$ cat src/rtl/mips_multicycle_ctrl_if.sv
// Unified memory port between the multi-cycle controller (master) and memory (slave).
interface mips_multicycle_ctrl_if;
  logic mem_req;
  logic mem_we;
  logic iord;
  logic mem_ready;

  modport master (output mem_req, output mem_we, output iord, input mem_ready);
  modport slave  (input mem_req, input mem_we, input iord, output mem_ready);
endinterface

$ cat src/rtl/mips_multicycle_ctrl.sv
// Multi-cycle MIPS control sequencer with memory timeout, halt and illegal-instruction traps.
// Optional performance counters are built when MIPS_CTRL_PERF_EN is defined.
module mips_multicycle_ctrl #(
  parameter int unsigned MEM_TIMEOUT = 16,
  parameter int unsigned CNT_W       = 32
) (
  input  logic                   clk,
  input  logic                   reset,
  mips_multicycle_ctrl_if.master mem,
  input  logic [5:0]             opcode,
  input  logic [5:0]             funct,
  input  logic                   alu_zero,
  input  logic                   halt_req,
  output logic                   ir_write,
  output logic                   pc_en,
  output logic                   pc_source,
  output logic                   alu_src_a,
  output logic [1:0]             alu_src_b,
  output logic [1:0]             alu_control,
  output logic                   reg_dst,
  output logic                   mem_to_reg,
  output logic                   reg_write,
  output logic                   instr_done,
  output logic                   halted,
  output logic                   illegal_instr,
  output logic                   bus_error,
  output logic [CNT_W-1:0]       perf_cycles,
  output logic [CNT_W-1:0]       perf_retired
);
  localparam int unsigned    TW        = $clog2(MEM_TIMEOUT + 1);
  localparam logic [TW-1:0]  WAIT_LAST = TW'(MEM_TIMEOUT - 1);

  localparam logic [5:0] OP_RTYPE = 6'b000000;
  localparam logic [5:0] OP_LW    = 6'b100011;
  localparam logic [5:0] OP_SW    = 6'b101011;
  localparam logic [5:0] OP_BEQ   = 6'b000100;
  localparam logic [5:0] OP_ADDI  = 6'b001000;
  localparam logic [5:0] F_NOP    = 6'b000000;
  localparam logic [5:0] F_ADD    = 6'b100000;
  localparam logic [5:0] F_SUB    = 6'b100010;
  localparam logic [5:0] F_AND    = 6'b100100;

  typedef enum logic [3:0] {
    S_IDLE, S_FETCH, S_DECODE, S_MEM_ADDR, S_MEM_READ, S_MEM_WB, S_MEM_WRITE,
    S_R_EXEC, S_R_WB, S_ADDI_EXEC, S_ADDI_WB, S_BRANCH, S_TRAP
  } state_t;

  state_t        state, next, boundary;
  logic [TW-1:0] wait_cnt;
  logic          is_lw;
  logic [1:0]    r_alu, dec_alu;
  logic          r_legal, set_illegal, in_mem_state, timeout_hit;

  // Memory states are derived from state, not from mem_req, to keep the timeout free of comb loops.
  assign in_mem_state = (state == S_FETCH) || (state == S_MEM_READ) || (state == S_MEM_WRITE);
  assign timeout_hit  = in_mem_state && !mem.mem_ready && (wait_cnt == WAIT_LAST);
  assign r_legal      = (funct == F_ADD) || (funct == F_SUB) || (funct == F_AND);

  always_comb begin
    dec_alu = 2'b00;
    if (funct == F_SUB)      dec_alu = 2'b11;
    else if (funct == F_AND) dec_alu = 2'b01;
  end

  always_comb begin
    next          = state;
    boundary      = S_FETCH;
    mem.mem_req   = 1'b0;
    mem.mem_we    = 1'b0;
    mem.iord      = 1'b0;
    ir_write      = 1'b0;
    pc_en         = 1'b0;
    pc_source     = 1'b0;
    alu_src_a     = 1'b0;
    alu_src_b     = 2'b00;
    alu_control   = 2'b00;
    reg_dst       = 1'b0;
    mem_to_reg    = 1'b0;
    reg_write     = 1'b0;
    instr_done    = 1'b0;
    halted        = 1'b0;
    set_illegal   = 1'b0;
    if (halt_req) boundary = S_IDLE;

    case (state)
      S_IDLE: begin
        halted = 1'b1;
        if (!halt_req) next = S_FETCH;
      end
      S_FETCH: begin
        mem.mem_req = 1'b1;
        alu_src_b   = 2'b01;
        if (mem.mem_ready) begin
          ir_write = 1'b1;
          pc_en    = 1'b1;
          next     = S_DECODE;
        end
      end
      S_DECODE: begin
        alu_src_b = 2'b11;
        case (opcode)
          OP_RTYPE: begin
            if (funct == F_NOP) begin
              instr_done = 1'b1;
              next       = boundary;
            end else if (r_legal) begin
              next = S_R_EXEC;
            end else begin
              next        = S_TRAP;
              set_illegal = 1'b1;
            end
          end
          OP_LW, OP_SW: next = S_MEM_ADDR;
          OP_BEQ:       next = S_BRANCH;
          OP_ADDI:      next = S_ADDI_EXEC;
          default: begin
            next        = S_TRAP;
            set_illegal = 1'b1;
          end
        endcase
      end
      S_MEM_ADDR: begin
        alu_src_a = 1'b1;
        alu_src_b = 2'b10;
        if (is_lw) next = S_MEM_READ;
        else       next = S_MEM_WRITE;
      end
      S_MEM_READ: begin
        mem.mem_req = 1'b1;
        mem.iord    = 1'b1;
        if (mem.mem_ready) next = S_MEM_WB;
      end
      S_MEM_WB: begin
        reg_write  = 1'b1;
        mem_to_reg = 1'b1;
        instr_done = 1'b1;
        next       = boundary;
      end
      S_MEM_WRITE: begin
        mem.mem_req = 1'b1;
        mem.mem_we  = 1'b1;
        mem.iord    = 1'b1;
        if (mem.mem_ready) begin
          instr_done = 1'b1;
          next       = boundary;
        end
      end
      S_R_EXEC: begin
        alu_src_a   = 1'b1;
        alu_control = r_alu;
        next        = S_R_WB;
      end
      S_R_WB: begin
        reg_write   = 1'b1;
        reg_dst     = 1'b1;
        alu_control = r_alu;
        instr_done  = 1'b1;
        next        = boundary;
      end
      S_ADDI_EXEC: begin
        alu_src_a = 1'b1;
        alu_src_b = 2'b10;
        next      = S_ADDI_WB;
      end
      S_ADDI_WB: begin
        reg_write  = 1'b1;
        instr_done = 1'b1;
        next       = boundary;
      end
      S_BRANCH: begin
        alu_src_a   = 1'b1;
        alu_control = 2'b11;
        pc_source   = 1'b1;
        pc_en       = alu_zero;
        instr_done  = 1'b1;
        next        = boundary;
      end
      S_TRAP:  next = S_TRAP;
      default: next = S_IDLE;
    endcase

    if (timeout_hit) next = S_TRAP;
  end

  always_ff @(posedge clk or posedge reset) begin
    if (reset) begin
      state         <= S_IDLE;
      wait_cnt      <= '0;
      is_lw         <= 1'b0;
      r_alu         <= 2'b00;
      illegal_instr <= 1'b0;
      bus_error     <= 1'b0;
    end else begin
      state <= next;
      if (in_mem_state && !mem.mem_ready && !timeout_hit) wait_cnt <= wait_cnt + 1'b1;
      else                                                wait_cnt <= '0;
      // IR is only guaranteed valid in DECODE, so the later states work from these latches.
      if (state == S_DECODE) begin
        is_lw <= (opcode == OP_LW);
        r_alu <= dec_alu;
      end
      if (set_illegal) illegal_instr <= 1'b1;
      if (timeout_hit) bus_error     <= 1'b1;
    end
  end

`ifdef MIPS_CTRL_PERF_EN
  always_ff @(posedge clk or posedge reset) begin
    if (reset) begin
      perf_cycles  <= '0;
      perf_retired <= '0;
    end else begin
      if (state != S_IDLE && state != S_TRAP) perf_cycles <= perf_cycles + 1'b1;
      if (instr_done)                         perf_retired <= perf_retired + 1'b1;
    end
  end
`else
  assign perf_cycles  = '0;
  assign perf_retired = '0;
`endif

endmodule
$ cat src/flat_wrapper.sv
// flat-port wrapper written by rule: the top's interface ports become plain ports
module mips_multicycle_ctrl_flat 
#(
  parameter int unsigned MEM_TIMEOUT = 16,
  parameter int unsigned CNT_W       = 32
)
  (clk, reset, opcode, funct, alu_zero, halt_req, ir_write, pc_en, pc_source, alu_src_a, alu_src_b, alu_control, reg_dst, mem_to_reg, reg_write, instr_done, halted, illegal_instr, bus_error, perf_cycles, perf_retired, mem_mem_req, mem_mem_we, mem_iord, mem_mem_ready);
  mips_multicycle_ctrl_if mem_i ();
  input  logic clk;
  input  logic reset;
  input  logic [5:0] opcode;
  input  logic [5:0] funct;
  input  logic alu_zero;
  input  logic halt_req;
  output logic ir_write;
  output logic pc_en;
  output logic pc_source;
  output logic alu_src_a;
  output logic [1:0] alu_src_b;
  output logic [1:0] alu_control;
  output logic reg_dst;
  output logic mem_to_reg;
  output logic reg_write;
  output logic instr_done;
  output logic halted;
  output logic illegal_instr;
  output logic bus_error;
  output logic [CNT_W-1:0] perf_cycles;
  output logic [CNT_W-1:0] perf_retired;
  output wire logic [$bits(mem_i.mem_req)-1:0] mem_mem_req;
  output wire logic [$bits(mem_i.mem_we)-1:0] mem_mem_we;
  output wire logic [$bits(mem_i.iord)-1:0] mem_iord;
  input wire logic [$bits(mem_i.mem_ready)-1:0] mem_mem_ready;
  assign mem_mem_req = mem_i.mem_req;
  assign mem_mem_we = mem_i.mem_we;
  assign mem_iord = mem_i.iord;
  assign mem_i.mem_ready = mem_mem_ready;
  mips_multicycle_ctrl #(.MEM_TIMEOUT(MEM_TIMEOUT), .CNT_W(CNT_W)) u_core (.clk(clk), .reset(reset), .mem(mem_i), .opcode(opcode), .funct(funct), .alu_zero(alu_zero), .halt_req(halt_req), .ir_write(ir_write), .pc_en(pc_en), .pc_source(pc_source), .alu_src_a(alu_src_a), .alu_src_b(alu_src_b), .alu_control(alu_control), .reg_dst(reg_dst), .mem_to_reg(mem_to_reg), .reg_write(reg_write), .instr_done(instr_done), .halted(halted), .illegal_instr(illegal_instr), .bus_error(bus_error), .perf_cycles(perf_cycles), .perf_retired(perf_retired));
endmodule
$ cat config.mk
export PLATFORM = sky130hd
export DESIGN_NAME = mips_multicycle_ctrl_flat
export DESIGN_NICKNAME = d
export VERILOG_FILES = /design/src/rtl/mips_multicycle_ctrl_if.sv /design/src/rtl/mips_multicycle_ctrl.sv /design/src/flat_wrapper.sv
export SDC_FILE = /design/constraint.sdc
export NUM_CORES = 1
export LEC_CHECK = 0
export ABC_AREA = 1
export CAP_MARGIN = 20
export CORE_ASPECT_RATIO = 0.9
export CORE_UTILIZATION = 40
export CTS_CLUSTER_SIZE = 28
export DETAILED_ROUTE_END_ITERATION = 8
export PLACE_DENSITY = 0.87
export SYNTH_ARGS = -nofsm -noshare
export SYNTH_HDL_FRONTEND = slang
export SYNTH_SLANG_ARGS = --single-unit
$ cat constraint.sdc
create_clock -name clk -period 2.3 [get_ports clk]
set_input_delay 0.23 -clock clk [delete_from_list [all_inputs] [get_ports clk]]
set_output_delay 0.23 -clock clk [all_outputs]
set_load 0.02 [all_outputs]
==> results of run 1 <==
[metal layers]
metal	part of all wire	up-vias	wire length [µm]	track usage
met1	0.40	591	1114	0.1659
met3	0.078	4	215	0.03383
met5	0	-	0	0
li1	-	652	-	-
met2	0.51	54	1418	0.2500
met4	0.0065	0	18	0.03647
[state kept, by name (all words and copies together) (netlist names)]
name,flops
u_core.bus_error,1
u_core.illegal_instr,1
u_core.is_lw,1
u_core.r_alu,2
u_core.state,4
u_core.wait_cnt,5
[layout make-up]
class / instances / area, µm² / area share
Clock buffer: 3 / 41.29 / 0.02388
Inverter: 37 / 138.9 / 0.08032
Multi-Input combinational cell: 179 / 794.5 / 0.4595
Sequential cell: 14 / 351.6 / 0.2033
Tap cell: 44 / 55.05 / 0.03184
Timing Repair Buffer: 34 / 347.8 / 0.2012
[power by group through the flow]
stage	registers [W]	logic [W]	clock network (W)
2_1_floorplan	0.000366	0.000754	0
3_3_place_gp	0.000376	0.000953	0
3_5_place_dp	0.000385	0.000968	0
4_1_cts	0.000380	0.000971	0.000207
5_1_grt	0.000394	0.00107	0.000219
6_report	0.000386	0.000972	0.000201
[critical path: cells and delay by family, from the launching register on]
family | cells | cell delay [ps]
and+or+nand+nor | 3 | 460
buffers and inverters | 3 | 790
DFF | 1 | 450
[per-stage QoR]
stage | std cells | instance area, µm² | util | hold WS, ps | setup slack, ps
finish | 311 | 1729 | 0.4901 | 327.2 | 126.5
global placement | 308 | 1677 | 0.4752 | 447.7 | 184.9
global route | 311 | 1729 | 0.4901 | 388.7 | 12.31
CTS | 311 | 1718 | 0.4869 | 349.0 | 64.15
detailed placement | 308 | 1677 | 0.4752 | 464.2 | 167.8
floorplan | 295 | 1773 | - | 119.2 | 635.2
[kinds of logic (layout without fill, tap and decap cells)]
family	after synthesis	after routing	synth area share
compound gates	18	18	0.06922
simple gates	94	94	0.2679
buf+inv	102	74	0.4104
xor+xnor	1	1	0.005701
other cells	1	64	0.002441
flops	14	14	0.2280
fa+ha+maj	2	2	0.01628
[placed cells by master (no fill, tap or decap), types with 2 or more instances in the layout]
| cell type | Yosys | final |
|---|---|---|
| clkdlybuf4s50_1 | 0 | 31 |
| inv_2 | 8 | 8 |
| nand3_1 | 17 | 17 |
| conb_1 | 1 | 64 |
| nor2_4 | 2 | 2 |
| clkinv_1 | 2 | 2 |
| inv_1 | 27 | 27 |
| dfrtp_1 | 14 | 13 |
| clkbuf_8 | 0 | 3 |
| o21ai_0 | 3 | 3 |
| nand2_2 | 3 | 3 |
| o21ai_1 | 3 | 3 |
| nor2_1 | 26 | 25 |
| a21oi_1 | 7 | 7 |
| dlymetal6s2s_1 | 0 | 3 |
| nand2_1 | 42 | 42 |
| ha_1 | 2 | 2 |
[worst paths after layout]
| check | start | endpoint | slack, ps | cells past startpoint |
|---|---|---|---|---|
| max | u_core.state[2]$_DFFE_PP0P_ | alu_src_b[0] | 130 | 6 |
| min | reset | u_core.state[2]$_DFFE_PP0P_ | 330 | 2 |
| max reg2reg | u_core.state[0]$_DFFE_PP0P_ | u_core.state[2]$_DFFE_PP0P_ | 680 | 8 |
| min reg2reg | u_core.bus_error$_DFFE_PP0P_ | u_core.bus_error$_DFFE_PP0P_ | 470 | 2 |
| max in group asynchronous | reset | u_core.state[1]$_DFFE_PP0P_ | 1590 | 2 |
| min in group clk | u_core.bus_error$_DFFE_PP0P_ | u_core.bus_error$_DFFE_PP0P_ | 470 | 2 |
[repair_timing]
item,4_1_cts,5_1_grt
setup endpoints to repair,0,4
setup buffers,0,0
gates resized for setup,0,5
==> metrics.cfg, run 1 <==
[status]
outcome=finished, final reports clean

[global_route]
number_of_global_route_vias_before_repair=1047
antenna_violations_before_repair=0
global_route.usage.total=0.1392
grt_start_max_net_pins=15
remaining_overflow_grt=0
grt_first_pass_wirelength_um=4312

[sta]
finalCriticalPeriod_ps=2173
worst_clock_skew_ps=2.520
fin_setup_tns_ps=0
min_period_over_period=0.9450
hold_violations=0
clock.fmax_ghz=0.4601
timing.final.setup_violations=0
worst-slew-pin-transition_ps=538.3
maxSlewHeadroom=0.6407
final_max_slew_viol_count=0
rsz_0062_raised_after_global_routing=no

[yosys]
yosys_warnings=0
post_synthesis_cells=232
async_reset_ff_frac=1.000
synth.most_common_cell=buf_4
mappedNetlistArea_um2=1536
ys_seq_elements=14
synth_commonest_cells=buf_4, nand2_1, inv_1, nor2_1, nand3_1
synth_seq_area_share=0.2280
yosys.area.top_type=buf_4
yosys_cell_types=26
avg_inst_size_synth_um2=6.623
ys.flop_type=dfrtp_1
synthTopCellsByArea=buf_4, dfrtp_1, nand2_1
synth_top_area_share=0.3127
number_of_enable_flip_flop_cells_after_synthesis=0

[power]
sw_frac_of_total=0.4932
total_power_density_per_cell_area_nw_per_um2=901.2
p_comb_frac=0.623
power_share_of_the_clock_group=0.129
peak_vdd_ir_v=0.0003942
share_seq_of_total_power=0.247
power.switching_w=0.0007685
cellInternalPower_w=0.0007898
power.static_leakage_nw=1.012
total_power_w=0.001558

[flow_run]
timing.max_cap.violations=0

[floorplan]
io_pins=99
floorplan.die.height_um=60.80
start_util=0.4355
fp.dieW_um=67.33
die-area_um2=4093
core_area_um2=3528
fp-row-count=20

[clocking]
clock-root-buffer=clkbuf_8
htree_num_levels=1
max-clock-path-buffers=2
cts-buffers-inserted=3
clock_latency_of_the_later_clocked_register_in_the_worst_skew_pair_ps=240
cts.reportedPaths.clkPinSlew_ps=60
cts.sinks=14
cts_tree=yes
cts_hold_repair.buffers=0

[setup_path]
criticalPathCategory=reg2out
cells_traversed_along_the_worst_timing_path=nor2_2 -> inv_2 -> nor2_4 -> inv_2 -> nand2_1 -> clkdlybuf4s50_1
critPathMaxStageDelay_ps=600
critical_path.endpoint_type=primary output
timing.critical_path.required_ps=2070
startpoint_type=flip-flop
worst_path_max_delay_cell=clkdlybuf4s50_1
cp_common_cell=inv_2
critical_path.max_fanout=8
cp.arrival_ps=1940

[final_layout]
finish.net_count=288
layout-drive-gt1-share=0.07491
area_delta_synth_final_pct=12.54
antenna_cells=0
fill_cell_instance_count_of_the_final_layout=370

[placed_design]
place.gp.congestion=0.8626
dp_hpwl_um=2335
placement.io_buffers=34

[drt]
vias_per_cell=4.183
drt_wl_total_um=2765
route.detailed.drc=0
final_antenna_net_count=0
drt_iter0_markers=63
detail_route.first_pass.iterations=4
via_count=1301
route.detailed.wl_per_inst_um=8.891

[min_path]
hp-class=in2async

Power figures use the tool's default switching activity.
==> inputs of run 2 (changes only) <==
- CORE_ASPECT_RATIO: 0.9 -> 0.8
- CORE_MARGIN: default -> 4
==> run 2 against run 1 <==
Against the previous run:
- final cell count unchanged
- wire length up 11%
- register-to-register slack worse by 30 ps
- clock-buffer cell count up 1
- fmax up 2.1%
- design area up 0.43%
- power up 2.1%
- setup slack better by 45 ps
- non-clock buffer count up 1
- highest routed layer unchanged
==> metrics.cfg, run 2 (synthesis gave the netlist of run 1 again) <==
[status]
outcome=finished, final reports clean

[clocking]
cts.reportedPaths.clkPinSlew_ps=50  ; about the same
cts_setup_buffers=0  ; unchanged
cts_tree=yes
cts_hold_repair.buffers=0  ; unchanged
cts-buffers-inserted=3  ; unchanged
clock-root-buffer=clkbuf_8
htree_num_levels=1  ; unchanged
cts.sinks=14  ; unchanged
post_cts_resize_count=2  ; +2
clock_latency_of_the_later_clocked_register_in_the_worst_skew_pair_ps=240  ; about the same
max-clock-path-buffers=2  ; unchanged

[sta]
clock.fmax_ghz=0.4698  ; +2.1%
finalCriticalPeriod_ps=2128  ; -45.12 ps
worst-slew-pin-transition_ps=517.3  ; -21.01 ps
maxSlewHeadroom=0.6548  ; +0.01402
worst_clock_skew_ps=0.5175  ; -2.002 ps
fin_setup_tns_ps=0  ; unchanged
timing.final.setup_violations=0  ; unchanged
rsz_0062_raised_after_global_routing=no
min_period_over_period=0.9254  ; -0.01962
hold_violations=0  ; unchanged
final_max_slew_viol_count=0  ; unchanged

[global_route]
number_of_global_route_vias_before_repair=1069  ; +2.1%
grt_first_pass_wirelength_um=4802  ; +11%
antenna_violations_before_repair=0  ; unchanged
remaining_overflow_grt=0  ; unchanged
grt_start_max_net_pins=15  ; unchanged
global_route.usage.total=0.1193  ; -0.01985

[flow_run]
timing.max_cap.violations=0  ; unchanged

[final_layout]
final_cell_mix=conb_1, nand2_1, clkdlybuf4s50_1
layout.cells.most_common=conb_1
finish.net_count=289  ; +0.35%
area_delta_synth_final_pct=13.03
largest_register_ffs=5  ; unchanged
reg.largest.list=u_core.wait_cnt (5), u_core.state (4), u_core.r_alu (2)
top_register=u_core.wait_cnt
layout-drive-gt1-share=0.07435  ; -0.0005569
antenna_cells=0  ; unchanged
multi_input_area_um2=792.0  ; -0.31%
regArea_um2=350.3  ; -0.36%
fill_cell_instance_count_of_the_final_layout=380  ; +2.7%
post-route-util=0.4870  ; -0.003053

[drt]
final_antenna_net_count=0  ; unchanged
via_count=1273  ; -2.2%
route.detailed.drc=0  ; unchanged
drt_iter0_markers=97  ; +54%
detail_route.first_pass.iterations=4  ; unchanged
vias_per_cell=4.093  ; -2.2%
route.detailed.wl_per_inst_um=9.887  ; +11%
drt_wl_total_um=3075  ; +11%

[setup_path]
startpoint_type=flip-flop
cells_traversed_along_the_worst_timing_path=inv_1 -> nor2_1 -> inv_2 -> nor2_4 -> inv_2 -> nand2_1 -> clkdlybuf4s50_1
timing.critical_path.required_ps=2070  ; about the same
cp_common_cell=inv_2
critPathMaxStageDelay_ps=610  ; about the same
criticalPathCategory=reg2out
critical_path.endpoint_type=primary output
cp.arrival_ps=1900  ; -40 ps
critical_path.max_fanout=6  ; -2
worst_path_max_delay_cell=clkdlybuf4s50_1

[power]
power.static_leakage_nw=0.9984  ; -1.3%
total_power_density_per_cell_area_nw_per_um2=915.8  ; +1.6%
peak_vdd_ir_v=0.0005171  ; +31%

[floorplan]
floorplan.die.height_um=63.44  ; +4.3%
fp-row-count=19  ; -5.0%
start_util=0.4309  ; -0.004584
core_area_um2=3566  ; +1.1%
die-area_um2=4903  ; +20%
fp.dieW_um=77.29  ; +15%
io_pins=99  ; unchanged

[placed_design]
placement.io_buffers=34  ; unchanged
dp_hpwl_um=2699  ; +16%
place.gp.congestion=0.8959  ; +3.9%

[min_path]
hp-class=in2async

## run 2: cell count changes in the layout (fill, tap and decap cells not counted), sizes merged
| cell | before | now |
|---|---|---|
| buf | 0 | 1 |
| dlygate4sd2 | 0 | 2 |
| clkbuf | 3 | 4 |
| dlymetal6s2s | 3 | 1 |
## run 2: critical path, delay by kind of cell (launching register included)
kind | cells | cell delay (ps)
simple gates | 3 | 330
flops | 1 | 480
buf+inv | 4 | 840
## run 2: power breakdown
part           switching, W  total [W]  internal (W)
Sequential        0.0000637   0.000377      0.000314
Combinational      0.000624   0.000981      0.000357
Clock             0.0000805   0.000232      0.000151
## run 2: layout make-up
| cell class | instances | area share |
|---|---|---|
| clock buffers | 4 | 0.03170 |
| multi-input cells | 179 | 0.4561 |
| repair buffers | 35 | 0.2003 |
| well taps | 42 | 0.03026 |
| inverters | 37 | 0.07997 |
| flip-flops and latches | 14 | 0.2017 |
## run 2: worst paths after layout
| kind | startpoint | endpoint | slack [ps] | depth (start not counted) |
|---|---|---|---|---|
| worst max-delay path | u_core.state[1]$_DFFE_PP0P_ | alu_src_b[0] | 170 | 7 |
| worst min-delay path | reset | u_core.bus_error$_DFFE_PP0P_ | 320 | 2 |
| worst max register to register | u_core.state[0]$_DFFE_PP0P_ | u_core.state[2]$_DFFE_PP0P_ | 650 | 8 |
| worst min register to register | u_core.wait_cnt[0]$_DFF_PP0_ | u_core.wait_cnt[0]$_DFF_PP0_ | 470 | 1 |
| max in group asynchronous | reset | u_core.is_lw$_DFFE_PP0P_ | 1640 | 2 |
| min in group clk | u_core.wait_cnt[0]$_DFF_PP0_ | u_core.wait_cnt[0]$_DFF_PP0_ | 470 | 1 |
## run 2: metal layers
| metal | GRT usage | vias to the layer above | share of wire |
|---|---|---|---|
| met5 | 0 | - | 0 |
| met2 | 0.1789 | 71 | 0.46 |
| met3 | 0.04131 | 2 | 0.11 |
| li1 | - | 656 | - |
| met4 | 0.01333 | 0 | 0.0039 |
| met1 | 0.1697 | 544 | 0.42 |
## run 2: through the flow
step / area, µm² / instances / setup slack (ps) / power [W] / hold WS, ps
after global placement: 1682 / 307 / 198.5 / 0.001341 / 450.2
after floorplan: 1773 / 295 / 635.2 / 0.001120 / 119.2
final: 1737 / 311 / 171.6 / 0.001590 / 319.8
after detailed placement: 1682 / 307 / 148.9 / 0.001364 / 466.4
after CTS: 1734 / 311 / 78.17 / 0.001596 / 334.2
after global routing: 1737 / 311 / 14.71 / 0.001730 / 363.2
